==> src/rtl/rd_wr_sb_unit.sv <==
// Register file with a busy scoreboard, RAW/WAW issue stall and a writeback bypass.
// Ports: clk, rst (async, active-low)
//   issue_*  : decode-side request (two sources, one destination)
//   stall    : issue not accepted this cycle
//   rd1/rd2  : combinational read data (bypassed from writeback)
//   wb_*     : writeback retire (skip/dirty suppress the data write)
//   flush    : drop every pending producer
//   busy_vec : pending-producer bit per register
//   pend_cnt : popcount of busy_vec
module rd_wr_sb_unit #(
   parameter int DATA_W   = 16,
   parameter int ADDR_W   = 3,
   parameter bit ZERO_REG = 1'b0
) (
   input  logic                    clk,
   input  logic                    rst,
   input  logic                    issue_valid,
   input  logic [ADDR_W-1:0]       issue_rreg1,
   input  logic [ADDR_W-1:0]       issue_rreg2,
   input  logic                    issue_use1,
   input  logic                    issue_use2,
   input  logic                    issue_wr,
   input  logic [ADDR_W-1:0]       issue_wreg,
   output logic                    stall,
   output logic [DATA_W-1:0]       rd1,
   output logic [DATA_W-1:0]       rd2,
   input  logic                    wb_valid,
   input  logic                    wb_skip,
   input  logic                    wb_dirty,
   input  logic [ADDR_W-1:0]       wb_reg,
   input  logic [DATA_W-1:0]       wb_data,
   input  logic                    flush,
   output logic [(1<<ADDR_W)-1:0]  busy_vec,
   output logic [ADDR_W:0]         pend_cnt
);

   localparam int NREGS = 1 << ADDR_W;

   logic [DATA_W-1:0] r_regs [NREGS];
   logic [NREGS-1:0]  r_busy;
   logic [ADDR_W:0]   r_cnt;

   logic              w_commit;
   logic              w_clear;
   logic              w_stall;
   logic              w_accept;
   logic              w_wb_zero;
   logic [NREGS-1:0]  w_clr_mask;
   logic [NREGS-1:0]  w_set_mask;
   logic [NREGS-1:0]  w_zmask;
   logic [NREGS-1:0]  w_eff_busy;
   logic [NREGS-1:0]  w_busy_nxt;
   logic [ADDR_W:0]   w_cnt_nxt;

   // Gating with rst keeps the bypass and stall quiet while reset is held.
   assign w_commit  = rst & wb_valid & ~wb_skip & ~wb_dirty;
   assign w_clear   = wb_valid;
   assign w_wb_zero = ZERO_REG && (wb_reg == '0);
   assign w_zmask   = ZERO_REG ? NREGS'(1) : '0;

   assign w_clr_mask = w_clear ? (NREGS'(1) << wb_reg) : '0;
   // A retire in this cycle resolves the hazard on its register.
   assign w_eff_busy = r_busy & ~w_clr_mask;

   assign w_stall = rst & issue_valid & ~flush &
                    ((issue_use1 & w_eff_busy[issue_rreg1]) |
                     (issue_use2 & w_eff_busy[issue_rreg2]) |
                     (issue_wr   & w_eff_busy[issue_wreg]));

   assign w_accept   = issue_valid & ~w_stall & ~flush;
   assign w_set_mask = (w_accept & issue_wr) ?
                       (NREGS'(1) << issue_wreg) : '0;

   // Set is OR-ed after the clear so a same-cycle set/clear leaves the bit 1.
   always_comb begin
      w_busy_nxt = '0;
      if (!flush) begin
         w_busy_nxt = ((r_busy & ~w_clr_mask) | w_set_mask) & ~w_zmask;
      end
   end

   always_comb begin
      w_cnt_nxt = '0;
      for (int i = 0; i < NREGS; i++) begin
         w_cnt_nxt = w_cnt_nxt + {{ADDR_W{1'b0}}, w_busy_nxt[i]};
      end
   end

   always_ff @(posedge clk or negedge rst) begin
      if (!rst) begin
         r_busy <= '0;
         r_cnt  <= '0;
      end else begin
         r_busy <= w_busy_nxt;
         r_cnt  <= w_cnt_nxt;
      end
   end

   always_ff @(posedge clk or negedge rst) begin
      if (!rst) begin
         for (int i = 0; i < NREGS; i++) begin
            r_regs[i] <= '0;
         end
      end else if (w_commit && !w_wb_zero) begin
         r_regs[wb_reg] <= wb_data;
      end
   end

   always_comb begin
      rd1 = r_regs[issue_rreg1];
      if (w_commit && (wb_reg == issue_rreg1)) begin
         rd1 = wb_data;
      end
      if (ZERO_REG && (issue_rreg1 == '0)) begin
         rd1 = '0;
      end
   end

   always_comb begin
      rd2 = r_regs[issue_rreg2];
      if (w_commit && (wb_reg == issue_rreg2)) begin
         rd2 = wb_data;
      end
      if (ZERO_REG && (issue_rreg2 == '0)) begin
         rd2 = '0;
      end
   end

   assign stall    = w_stall;
   assign busy_vec = r_busy;
   assign pend_cnt = r_cnt;

endmodule

==> config.mk <==
export PLATFORM = sky130hd
export DESIGN_NAME = rd_wr_sb_unit
export DESIGN_NICKNAME = d
export VERILOG_FILES = /design/src/rtl/rd_wr_sb_unit.sv
export SDC_FILE = /design/constraint.sdc
export NUM_CORES = 1
export LEC_CHECK = 0
export CAP_MARGIN = 20
export CORE_AREA = 2 2 170 172
export DETAILED_ROUTE_END_ITERATION = 10
export DIE_AREA = 0 0 172 174
export HOLD_SLACK_MARGIN = 0.05
export PLACE_DENSITY = 0.55
export RECOVER_POWER = 25
export SLEW_MARGIN = 20
export SYNTH_ARGS = -nofsm -noshare
export SYNTH_HDL_FRONTEND = slang
export SYNTH_SLANG_ARGS = --single-unit
==> constraint.sdc <==
create_clock -name clk -period 3.89 [get_ports clk]
set_input_delay 0.778 -clock clk [delete_from_list [all_inputs] [get_ports clk]]
set_output_delay 0.778 -clock clk [all_outputs]
set_load 0.02 [all_outputs]
-- Word level (Yosys, flattened, before mapping)
Index checks and enable logic that the tools add are counted.
- output and inout port bits: 45
- flip-flop bits (word level): 140
- logic and storage cells: 75
- input bits: 38
- magnitude comparators: 7
- mux-type cells: 20
- $add $sub $neg: 7
- shifts and indexed selects: 2
- bitwise operators: 24
- reductions and logical operators: 3
- eq/ne operators: 2
- operators by type and width (operator ; number):
    bitwise mux 128 bit ; 1
    2-to-1 mux 16 bit ; 7
    binary-select mux 16 bit (select 3 bit) ; 2
    demux 16 bit (select 3 bit) ; 1
    2-to-1 mux 8 bit ; 3
    adder 4 x 1 -> 4 bit ; 4
    << shifter 1 x 3 -> 8 bit, first input constant ; 2
    AND 1 bit ; 12
    greater-or-equal comparator 4 bit, second input constant ; 3
    less-than comparator 3 x 4 -> 1 bit, second input constant ; 3
    NOT 3 -> 4 bit ; 3
    binary-select mux 1 bit (select 3 bit) ; 3
    AND 8 bit ; 1
    NOT 8 bit ; 1
    bitwise OR 8 bit ; 1
    == test 3 bit ; 2
    adder 3 x 1 -> 4 bit ; 1
    less-than comparator 4 x 1 -> 1 bit, second input constant ; 1
    NOT 1 bit ; 4
    adder 2 x 1 -> 3 bit ; 1
    logical AND 1 bit ; 3
    2-to-1 mux 1 bit ; 3
    adder 1 x 1 -> 2 bit ; 1
    bitwise OR 1 bit ; 2

-- Depth between registers and ports, before layout
Gate-level depths: netlist of run 1.
- depth in word-level cells: 24
- mapped depth: 16
- gate-level depth less buffers: 14

-- Worst setup path before layout of run 1
No wires, ideal clock.
- kind: input to register
- start: input port wb_reg[1]
- end: register r_cnt[2], in the netlist pend_cnt[2]
- path buffers: 2
- library setup time: 0.122 ns
- stages on the path: 16
- required time: 3.768 ns
- data arrival time: 4.652 ns
- slack: -0.884 ns
- cell sequence: buf_4 -> and4bb_1 -> nor2b_1 -> mux4_2 -> o2111a_1 -> a41oi_2 -> buf_6 -> a31o_1 -> fa_1 -> inv_1 -> fa_1 -> fa_1 -> inv_1 -> ha_1 -> fa_1 -> xor2_1
- elaborated cells between the ends (all ways): 30
- classes of those cells: add/sub (7); shift (1); mux (9); bitwise (13)
- RTL lines (element ; RTL line ; text):
    from (decl) ; 30 ; input logic [ADDR_W-1:0] wb_reg,
    << shifter 1 x 3 -> 8 bit * ; 61 ; assign w_clr_mask = w_clear ? (NREGS'(1) << wb_reg) : '0;
    2-to-1 mux 8 bit * ; 61 ;
    NOT 8 bit * ; 63, 78 ;
    AND 8 bit * ; 63, 78 ;
    binary-select mux 1 bit (select 3 bit) (on tied branches) ; 66, 67 ;
    2-to-1 mux 1 bit (on tied branches) ; 66, 67 ;
    AND 1 bit (on tied branches) ; 66, 67 ;
    bitwise OR 1 bit ; 66 ; ((issue_use1 & w_eff_busy[issue_rreg1]) |
    [... 5 more ...] ; - ;
    AND 1 bit ; 71 ; assign w_set_mask = (w_accept & issue_wr) ?
    2-to-1 mux 8 bit ; 71 ;
    bitwise OR 8 bit * ; 78 ; w_busy_nxt = ((r_busy & ~w_clr_mask) | w_set_mask) & ~w_zmask;
    2-to-1 mux 8 bit * ; 77 ; if (!flush) begin
    named net w_busy_nxt[3] ; 52 ; logic [NREGS-1:0] w_busy_nxt;
    adder 3 x 1 -> 4 bit * ; 85 ; w_cnt_nxt = w_cnt_nxt + {{ADDR_W{1'b0}}, w_busy_nxt[i]};
    adder 4 x 1 -> 4 bit * (4 in a row) ; 85 ;
    named net w_cnt_nxt[2] ; 53 ; logic [ADDR_W:0] w_cnt_nxt;
    to (signal assigned) ; 95 ; r_cnt <= w_cnt_nxt;
    to (decl) ; 41 ; logic [ADDR_W:0] r_cnt;
Mark *: on every way through the listed nets, which the timed path passes. The rest lies on a longest branch. The select of a mux whose other input is x is not followed.
A chain may end at the register's enable or synchronous reset.

-- Worst setup path after layout of run 1
Same ends and word-level chain as after synthesis.

==> metrics.txt, run 1 <==
Ys Warns=0; fmax=231 MHz; critical path endpoint=pend_cnt[2]$_DFF_PN0_; final setup fails=4; fin nets=790; clk_lat worst skew=420 ps; Syn-to-layout area delta=27.6%; largest net degree at the start of global routing=62; vias in the first global route=5,932; first-pass GRT wire length=35,200 um; relative slew slack=0.479; CP Launch Point=wb_reg[1]; asr flop ratio synth=1.00; num rows=62; Mapped Cells=624; number of I/O port buffers=82; clock tree buffer depth=2; TritonCTS clock tree=yes; hold buffers post-CTS=0; Reg2Reg Launch Point=busy_vec[3]$_DFF_PN0_; Die X=172 um; crit end category=flop; share of post-route cells with drive strength above 1=0.322; P per Cell Area=408 nW/um^2; RSZ-0062 raised after global routing=true; R2R Setup Slk=-130 ps; vias per cell=4.98; drt first-iter violations=443; register area share after synthesis=0.423; Worst Setup Slack, final=-435 ps; vias post-DR=5,685; initial core utilization=0.293; WP data required=4200 ps; Critical Path AT=4630 ps; Critical Path Start Type=input pin; Clock Sinks=140; syn avg cell area=13.3 um^2; post-detailed-route count of antenna-violating nets=0; die area=29,900 um^2; reg2reg end=pend_cnt[2]$_DFF_PN0_; fillcell total=2,741; num ports=83; Pre-antenna DRT Iters=4; CTS H-Tree Depth=4; CTS buffer count=17; top-count cell post-synth=dfrtp_1; slowest stage cell, crit path=fa_1; share of the synthesized area in the top cell type=0.423; Peak supply drop=0.317 mV; status=finished with violations; flops & latches, synth=140; ys flop type=dfrtp_1; Total Routing Usage GR=0.156; maximum fanout along the worst path=5; Clock Skew=6.65 ps; measured slew at the worst slew-check pin=781 ps; Root Buffer=clkbuf_16; DR WL/cell=19.4 um; Netlist cell types=46; DRC=0; Syn Nets=669; Final Critical Period=4320 ps; Commonest cells post-synth=dfrtp_1 (140), mux2_1 (87), mux4_2 (66); Pwr Total=4.31 mW; Clk pin slew, worst setup/hold paths=60 ps; Synth area leaders=dfrtp_1 (42%), mux4_2 (18%), mux2_1 (12%); routability cong.=0.881; crit-path cells=buf_2, and4bb_1, nor2b_1, mux4_2, o2111a_1, a41oi_4, a31o_1, fa_1, inv_2, fa_1, fa_1, inv_2, ha_4, fa_2, xor2_1; diodes inserted=0; Pleak=4.92 nW; cell taking the most area after synthesis=dfrtp_1; Period Utilization, post-route=1.11; grt ovf=0; max-slew violations=0; Hold WC Path Type=input pin to asynchronous set/reset pin; failing checks=setup timing; EDFF count, synth=0; Setup CP Type=input pin to flop; end-of-flow core utilization=0.374; CP max stage delay=510 ps; max_cap viols=0; Final Routed Wirelength=22,100 um; initial antenna violation count=0; Chip Height=174 um; Worst path most repeated cell=fa_1; Final Hold Viols=0; Cell Area, Synth=8280 um^2; R2R cell count=13; Detailed Place HPWL=14,600 um; core area=28,200 um^2
==> where the power goes <==
| part | switching [mW] | total (mW) | internal, mW | leakage (nW) |
|---|---|---|---|---|
| clock network | 0.663 | 1.66 | 0.995 | 0.294 |
| logic | 0.400 | 0.894 | 0.494 | 2.76 |
| registers | 0.119 | 1.76 | 1.64 | 1.87 |
==> state kept, by name, indices dropped and copies added, names as in the netlist <==
signal,flops
pend_cnt,4
busy_vec,8
r_regs,128
==> per-layer routing <==
| layer | global-route usage | up-vias | share of wire |
|---|---|---|---|
| met5 | 0 | - | 0 |
| met2 | 0.248 | 131 | 0.48 |
| li1 | - | 2600 | - |
| met4 | 0.0480 | 0 | 0.020 |
| met3 | 0.0296 | 30 | 0.041 |
| met1 | 0.216 | 2924 | 0.46 |
==> metrics by stage <==
stage | instance area, um^2 | instances | TNS (ps) | hold slack [ps] | worst slack [ps]
3_3_place_gp | 9830 | 1102 | -11010 | 482 | -1250
4_1_cts | 10500 | 1139 | -996 | 448 | -427
5_1_grt | 10600 | 1142 | -1650 | 521 | -551
6_report | 10600 | 1142 | -1020 | 501 | -435
2_1_floorplan | 8290 | 624 | -2180 | 470 | -718
3_5_place_dp | 9830 | 1102 | -9810 | 489 | -1380
==> worst max-delay path: cells and delay by family <==
kind / cells / cell delay, ps
AO/OA/AOI/OAI: 3 / 760
XOR/XNOR: 1 / 140
adder cells (fa/ha/maj): 5 / 1860
buffers and inverters: 3 / 270
multiplexers: 1 / 470
AND/OR/NAND/NOR: 2 / 360
==> cells by family after synthesis <==
group	after synthesis	synth area share
and+or+nand+nor	108	0.0700
AOI/OAI and AO/OA	65	0.0502
buffers and inverters	71	0.0423
DFF	140	0.423
adders and majority gates	7	0.0142
muxes	226	0.393
xor gates and xnor gates	7	0.00741
==> cell type report <==
| type | count | area, um^2 | area share |
|---|---|---|---|
| clock buffers | 19 | 453 | 0.0429 |
| clock inverters | 13 | 153 | 0.0145 |
| inverters | 8 | 30.0 | 0.00284 |
| multi-input cells | 413 | 4460 | 0.422 |
| flip-flops and latches | 140 | 3500 | 0.332 |
| well taps | 384 | 480 | 0.0455 |
| repair buffers | 165 | 1480 | 0.140 |
==> placed cells by master (no fill, tap or decap), types with 6 or more instances in the layout <==
cell | synthesis | routed
mux2i_1 | 32 | 32
dfrtp_1 | 140 | 140
nand4_1 | 6 | 6
clkbuf_16 | 0 | 17
xnor2_1 | 6 | 6
buf_4 | 8 | 75
clkdlybuf4s50_1 | 0 | 45
nor2b_1 | 6 | 6
nor2_1 | 44 | 43
buf_2 | 25 | 6
mux4_2 | 66 | 66
mux2_1 | 87 | 87
inv_6 | 0 | 6
a21oi_1 | 42 | 42
dlymetal6s2s_1 | 0 | 11
a31o_1 | 7 | 7
nand2_1 | 17 | 16
mux2_2 | 41 | 41
dlygate4sd2_1 | 0 | 16
nand3_1 | 7 | 7
==> worst min-delay path by stage <==
stage                                 from                endpoint  slack, ps  depth (start not counted)
global route        r_regs[78]$_DFFE_PN0P_  r_regs[78]$_DFFE_PN0P_        520                          1
CTS                                    rst   busy_vec[4]$_DFF_PN0_        450                          2
floorplan           r_regs[80]$_DFFE_PN0P_  r_regs[80]$_DFFE_PN0P_        470                          1
detailed placement  r_regs[93]$_DFFE_PN0P_  r_regs[93]$_DFFE_PN0P_        490                          1
global placement    r_regs[80]$_DFFE_PN0P_  r_regs[80]$_DFFE_PN0P_        480                          1
finish                                 rst   busy_vec[4]$_DFF_PN0_        500                          2
==> repair_timing <==
item                                    4_1_cts  5_1_grt
resized for setup                            48       18
pin swaps                                     7        7
endpoints found under the setup margin       37       21
buffers inserted                              5        3
Power figures use the tool's default switching activity.
==> run 2: changes to the inputs <==
- ABC_CLOCK_PERIOD_IN_PS: unset -> 3890
- RECOVER_POWER: 25 -> unset
==> metrics.txt, run 2 (synthesis results as in run 1) <==
status=finished with violations; failing checks=setup timing; routability cong.=0.881 (unchanged); CTS buffer count=17 (unchanged); max-slew violations=0 (unchanged); diodes inserted=0 (unchanged); P per Cell Area=408 nW/um^2 (about the same); Clock Skew=6.65 ps (unchanged); dpl cell area=9830 um^2 (unchanged); placed insts=1,102 (unchanged); final setup fails=4 (unchanged); hold_ws=356 ps (-145 ps); DRC=0 (unchanged); fillcell total=2,741 (unchanged); vias in the first global route=5,932 (unchanged); CP Buf/Inv Count=3 (unchanged); number of I/O port buffers=82 (unchanged); share of post-route cells with drive strength above 1=0.323 (+0.00132); CP max stage delay=510 ps (about the same); crit end category=flop; vias per cell=4.98 (about the same); Detailed Place HPWL=14,600 um (unchanged); Biggest register=r_regs; fin area=10,600 um^2 (about the same); crit-path cells=buf_2, and4bb_1, nor2b_1, mux4_2, o2111a_1, a41oi_4, a31o_1, fa_1, inv_2, fa_1, fa_1, inv_2, ha_4, fa_2, xor2_1; num ports=83 (unchanged); Critical Path Start Type=input pin; Root Buffer=clkbuf_16; first-pass GRT wire length=35,200 um (unchanged); clock tree buffer depth=2 (unchanged); Top delay family on crit path=adder cells; Setup CP Type=input pin to flop; TritonCTS clock tree=yes; post-place setup slack=-1380 ps (unchanged); Final Critical Period=4320 ps (+0.00600 ps); num rows=62 (unchanged); initial antenna violation count=0 (unchanged); Clock Sinks=140 (unchanged); slowest stage cell, crit path=fa_1; initial core utilization=0.293 (unchanged); most frequent cells in the layout=dfrtp_1 (140), mux2_1 (87), buf_4 (75); Worst path most repeated cell=fa_1; Setup TNS Final=-1020 ps (-0.0200 ps); drt first-iter violations=443 (unchanged); RSZ-0062 raised after global routing=true; die area=29,900 um^2 (unchanged); maximum fanout along the worst path=5 (unchanged); Total Routing Usage GR=0.156 (unchanged); Chip Height=174 um (unchanged); Post-Layout Cell Count=1,142 (unchanged); Peak supply drop=0.317 mV (unchanged); CP Launch Point=wb_reg[1]; Critical Path AT=4630 ps (about the same); Reg2Reg Launch Point=busy_vec[3]$_DFF_PN0_; relative slew slack=0.479 (about the same); vias post-DR=5,686 (+0.018%); core area=28,200 um^2 (unchanged); Hold WC Path Type=input pin to asynchronous set/reset pin; Clk pin slew, worst setup/hold paths=60 ps (about the same); Pre-antenna DRT Iters=4 (unchanged); Syn-to-layout area delta=27.7% (about the same); end-of-flow core utilization=0.374 (about the same); grt ovf=0 (unchanged); fin nets=790 (unchanged); Largest register FFs=128 (unchanged); largest net degree at the start of global routing=62 (unchanged); measured slew at the worst slew-check pin=781 ps (-0.00364 ps); Pwr Total=4.31 mW (about the same); Die X=172 um (unchanged); Pleak=4.92 nW (about the same); DR WL/cell=19.3 um (about the same); register area=3500 um^2 (unchanged); post-detailed-route count of antenna-violating nets=0 (unchanged); Worst Setup Slack, final=-435 ps (-0.00600 ps); Final Hold Viols=0 (unchanged); area of the multi-input gates=4460 um^2 (unchanged); Final Routed Wirelength=22,100 um (about the same); WP data required=4200 ps (about the same); most common cell after layout, fill and taps aside=dfrtp_1; max_cap viols=0 (unchanged); Period Utilization, post-route=1.11 (about the same); CTS H-Tree Depth=4 (unchanged); hold buffers post-CTS=0 (unchanged); fmax=231 MHz (about the same); clk_lat worst skew=420 ps (about the same)
==> run 2: power breakdown <==
group	switching [mW]	leakage, nW	internal (mW)	total (mW)
Clock	0.663	0.294	0.995	1.66
Sequential	0.119	1.87	1.64	1.76
Combinational	0.400	2.76	0.495	0.895
Total	1.18	4.92	3.13	4.31
==> run 2: area by class of cell <==
cell class / instances / share of cell area
inverters: 8 / 0.00284
clock buffers: 19 / 0.0429
well taps: 384 / 0.0455
flip-flops and latches: 140 / 0.332
repair buffers: 165 / 0.141
multi-input cells: 413 / 0.422
clock inverters: 13 / 0.0144
==> run 2: worst paths after layout <==
| path | endpoint | slack [ps] | cells past startpoint |
|---|---|---|---|
| max | pend_cnt[2]$_DFF_PN0_ | -430 | 15 |
| min | busy_vec[4]$_DFF_PN0_ | 360 | 2 |
| max reg2reg | pend_cnt[2]$_DFF_PN0_ | -130 | 13 |
| min reg2reg | r_regs[93]$_DFFE_PN0P_ | 500 | 1 |
| max in group asynchronous | r_regs[2]$_DFFE_PN0P_ | 2230 | 3 |
| min in group clk | r_regs[93]$_DFFE_PN0P_ | 500 | 1 |
==> run 2: repair_timing <==
item	in CTS	in global routing
setup buffers	5	3
resized for setup	48	18
setup endpoints to repair	37	21
pin swaps	7	7
gates cloned	0	0
==> run 2: routing by layer <==
metal	part of all wire	GRT usage	routed length [um]	vias to the layer above
met2	0.48	0.248	10500	131
met1	0.46	0.216	10200	2924
met3	0.041	0.0296	903	30
li1	-	-	-	2601
met5	0	0	0	-
met4	0.020	0.0480	443	0
==> run 3: changes to the inputs <==
- CORE_AREA: 2 2 170 172 -> 5 5 173 175
- DIE_AREA: 0 0 172 174 -> 0 0 178 180
==> metrics.txt, run 3 (synthesis results as in run 1) <==
Hold WC Path Type=input pin to asynchronous set/reset pin; Setup CP Type=input pin to flop; Largest register FFs=128 (unchanged); Clock Skew=2.12 ps (-4.53 ps); end-of-flow core utilization=0.372 (-0.00209); maximum fanout along the worst path=6 (+1); Syn-to-layout area delta=27.3%; largest net degree at the start of global routing=67 (+8.1%); vias in the first global route=5,808 (-2.1%); first-pass GRT wire length=34,300 um (-2.4%); most common cell after layout, fill and taps aside=dfrtp_1; P per Cell Area=421 nW/um^2 (+3.2%); drt first-iter violations=342 (-23%); Critical Path Start Type=input pin; die area=32,000 um^2 (+7.1%); failing checks=setup timing; Pleak=4.86 nW (-1.2%); fin nets=783 (-0.89%); diodes inserted=0 (unchanged); Critical Path AT=4590 ps (-40 ps); crit-path cells=buf_8, buf_6, nor4b_4, nor2b_1, mux4_2, o2111a_1, a41oi_2, a31o_1, fa_1, inv_1, fa_1, fa_1, inv_2, ha_4, fa_2, xor2_1; area of the multi-input gates=4440 um^2 (-0.42%); Final Routed Wirelength=21,800 um (-1.5%); clock tree buffer depth=2 (unchanged); fmax=233 MHz (+0.88%); reg2reg end=pend_cnt[2]$_DFF_PN0_; Top delay family on crit path=adder cells; crit end category=flop; R2R Setup Slk=-90 ps (+40 ps); Detailed Place HPWL=14,300 um (-2.2%); hold buffers post-CTS=0 (unchanged); Period Utilization, post-route=1.10 (-0.00974); Final Critical Period=4290 ps (-37.9 ps); Clk pin slew, worst setup/hold paths=60 ps (about the same); CTS buffer count=17 (unchanged); share of post-route cells with drive strength above 1=0.310 (-0.0130); slowest stage cell, crit path=fa_1; Peak supply drop=0.302 mV (-4.8%); clk_lat worst skew=410 ps (about the same); hold_ws=229 ps (-127 ps); Chip Height=180 um (+3.4%); R2R cell count=13 (unchanged); register area=3500 um^2 (unchanged); vias per cell=4.91 (-1.3%); CTS H-Tree Depth=4 (unchanged); Total Routing Usage GR=0.140 (-0.0165); initial core utilization=0.292 (-0.000803); Setup TNS Final=-900 ps (+123 ps); num ports=83 (unchanged); Clock Sinks=140 (unchanged); post-detailed-route count of antenna-violating nets=0 (unchanged); vias post-DR=5,577 (-1.9%); Worst path most repeated cell=fa_1; fillcell total=2,744 (+0.11%); Worst Setup Slack, final=-397 ps (+37.9 ps); Final Hold Viols=0 (unchanged); measured slew at the worst slew-check pin=884 ps (+103 ps); Reg2Reg Launch Point=busy_vec[2]$_DFF_PN0_; max_cap viols=0 (unchanged); initial antenna violation count=0 (unchanged); core area=28,300 um^2 (+0.27%); CP max stage delay=510 ps (about the same); DR WL/cell=19.2 um (-0.90%); WP data required=4190 ps (about the same); status=finished with violations; DRC=0 (unchanged); TritonCTS clock tree=yes; grt ovf=0 (unchanged); Die X=178 um (+3.5%); Pre-antenna DRT Iters=4 (unchanged); final setup fails=3 (-1); most frequent cells in the layout=dfrtp_1 (140), mux2_1 (87), buf_4 (69); number of I/O port buffers=82 (unchanged); relative slew slack=0.411 (-0.0684); Root Buffer=clkbuf_16; RSZ-0062 raised after global routing=true; routability cong.=0.830 (-5.7%); max-slew violations=0 (unchanged); num rows=62 (unchanged); Biggest register=r_regs; CP Buf/Inv Count=4 (+1)
run 3: changes by cell type in the layout (fill, tap and decap cells not counted), sizes merged:
cell / change
dlygate4sd2: -1
inv: -6
clkdlybuf4s15: -1
bufinv: +3
clkinv: +3
clkdlybuf4s50: +4
buf: -7
dlymetal6s2s: -2
run 3: final cells by class:
type / count / share of cell area
clock inverter: 13 / 0.0205
timing repair buffer: 158 / 0.136
multi-input combinational: 413 / 0.421
sequential: 140 / 0.333
tap: 384 / 0.0456
inverter: 8 / 0.00285
clock buffer: 19 / 0.0411
run 3: power by group:
part	switching, mW	total [mW]	internal, mW
logic	0.398	0.891	0.493
registers	0.117	1.76	1.64
clock network	0.642	1.79	1.14
run 3: routing by layer:
| metal | up-vias | routed length (um) | global-route usage |
|---|---|---|---|
| li1 | 2582 | - | - |
| met1 | 2862 | 9740 | 0.189 |
| met2 | 115 | 10900 | 0.226 |
| met3 | 18 | 892 | 0.0275 |
| met4 | 0 | 275 | 0.0433 |
| met5 | - | 0 | 0 |
run 3: worst max-delay path by stage:
stage | slack, ps | to | cells after the start | startpoint
after floorplan | -720 | pend_cnt[2]$_DFF_PN0_ | 16 | wb_reg[1]
after global placement | -1280 | pend_cnt[2]$_DFF_PN0_ | 16 | wb_reg[2]
after detailed placement | -1330 | pend_cnt[2]$_DFF_PN0_ | 16 | wb_reg[2]
after CTS | -400 | pend_cnt[2]$_DFF_PN0_ | 16 | wb_reg[2]
after global routing | -490 | pend_cnt[2]$_DFF_PN0_ | 16 | wb_reg[2]
final | -400 | pend_cnt[2]$_DFF_PN0_ | 16 | wb_reg[2]
run 3: through the flow:
| step | std cells | instance area (um^2) | power (mW) | setup WS [ps] |
|---|---|---|---|---|
| after floorplan | 624 | 8290 | 2.34 | -718 |
| after global placement | 1099 | 9820 | 2.69 | -1280 |
| after detailed placement | 1099 | 9820 | 2.70 | -1330 |
| after CTS | 1133 | 10500 | 4.49 | -396 |
| after global routing | 1135 | 10500 | 4.65 | -488 |
| final | 1135 | 10500 | 4.43 | -397 |
run 3: repair_timing:
item,4_1_cts,5_1_grt
buffers inserted,2,2
gates cloned,0,0
resized for setup,41,13
pin swaps,7,2
endpoints found under the setup margin,36,18
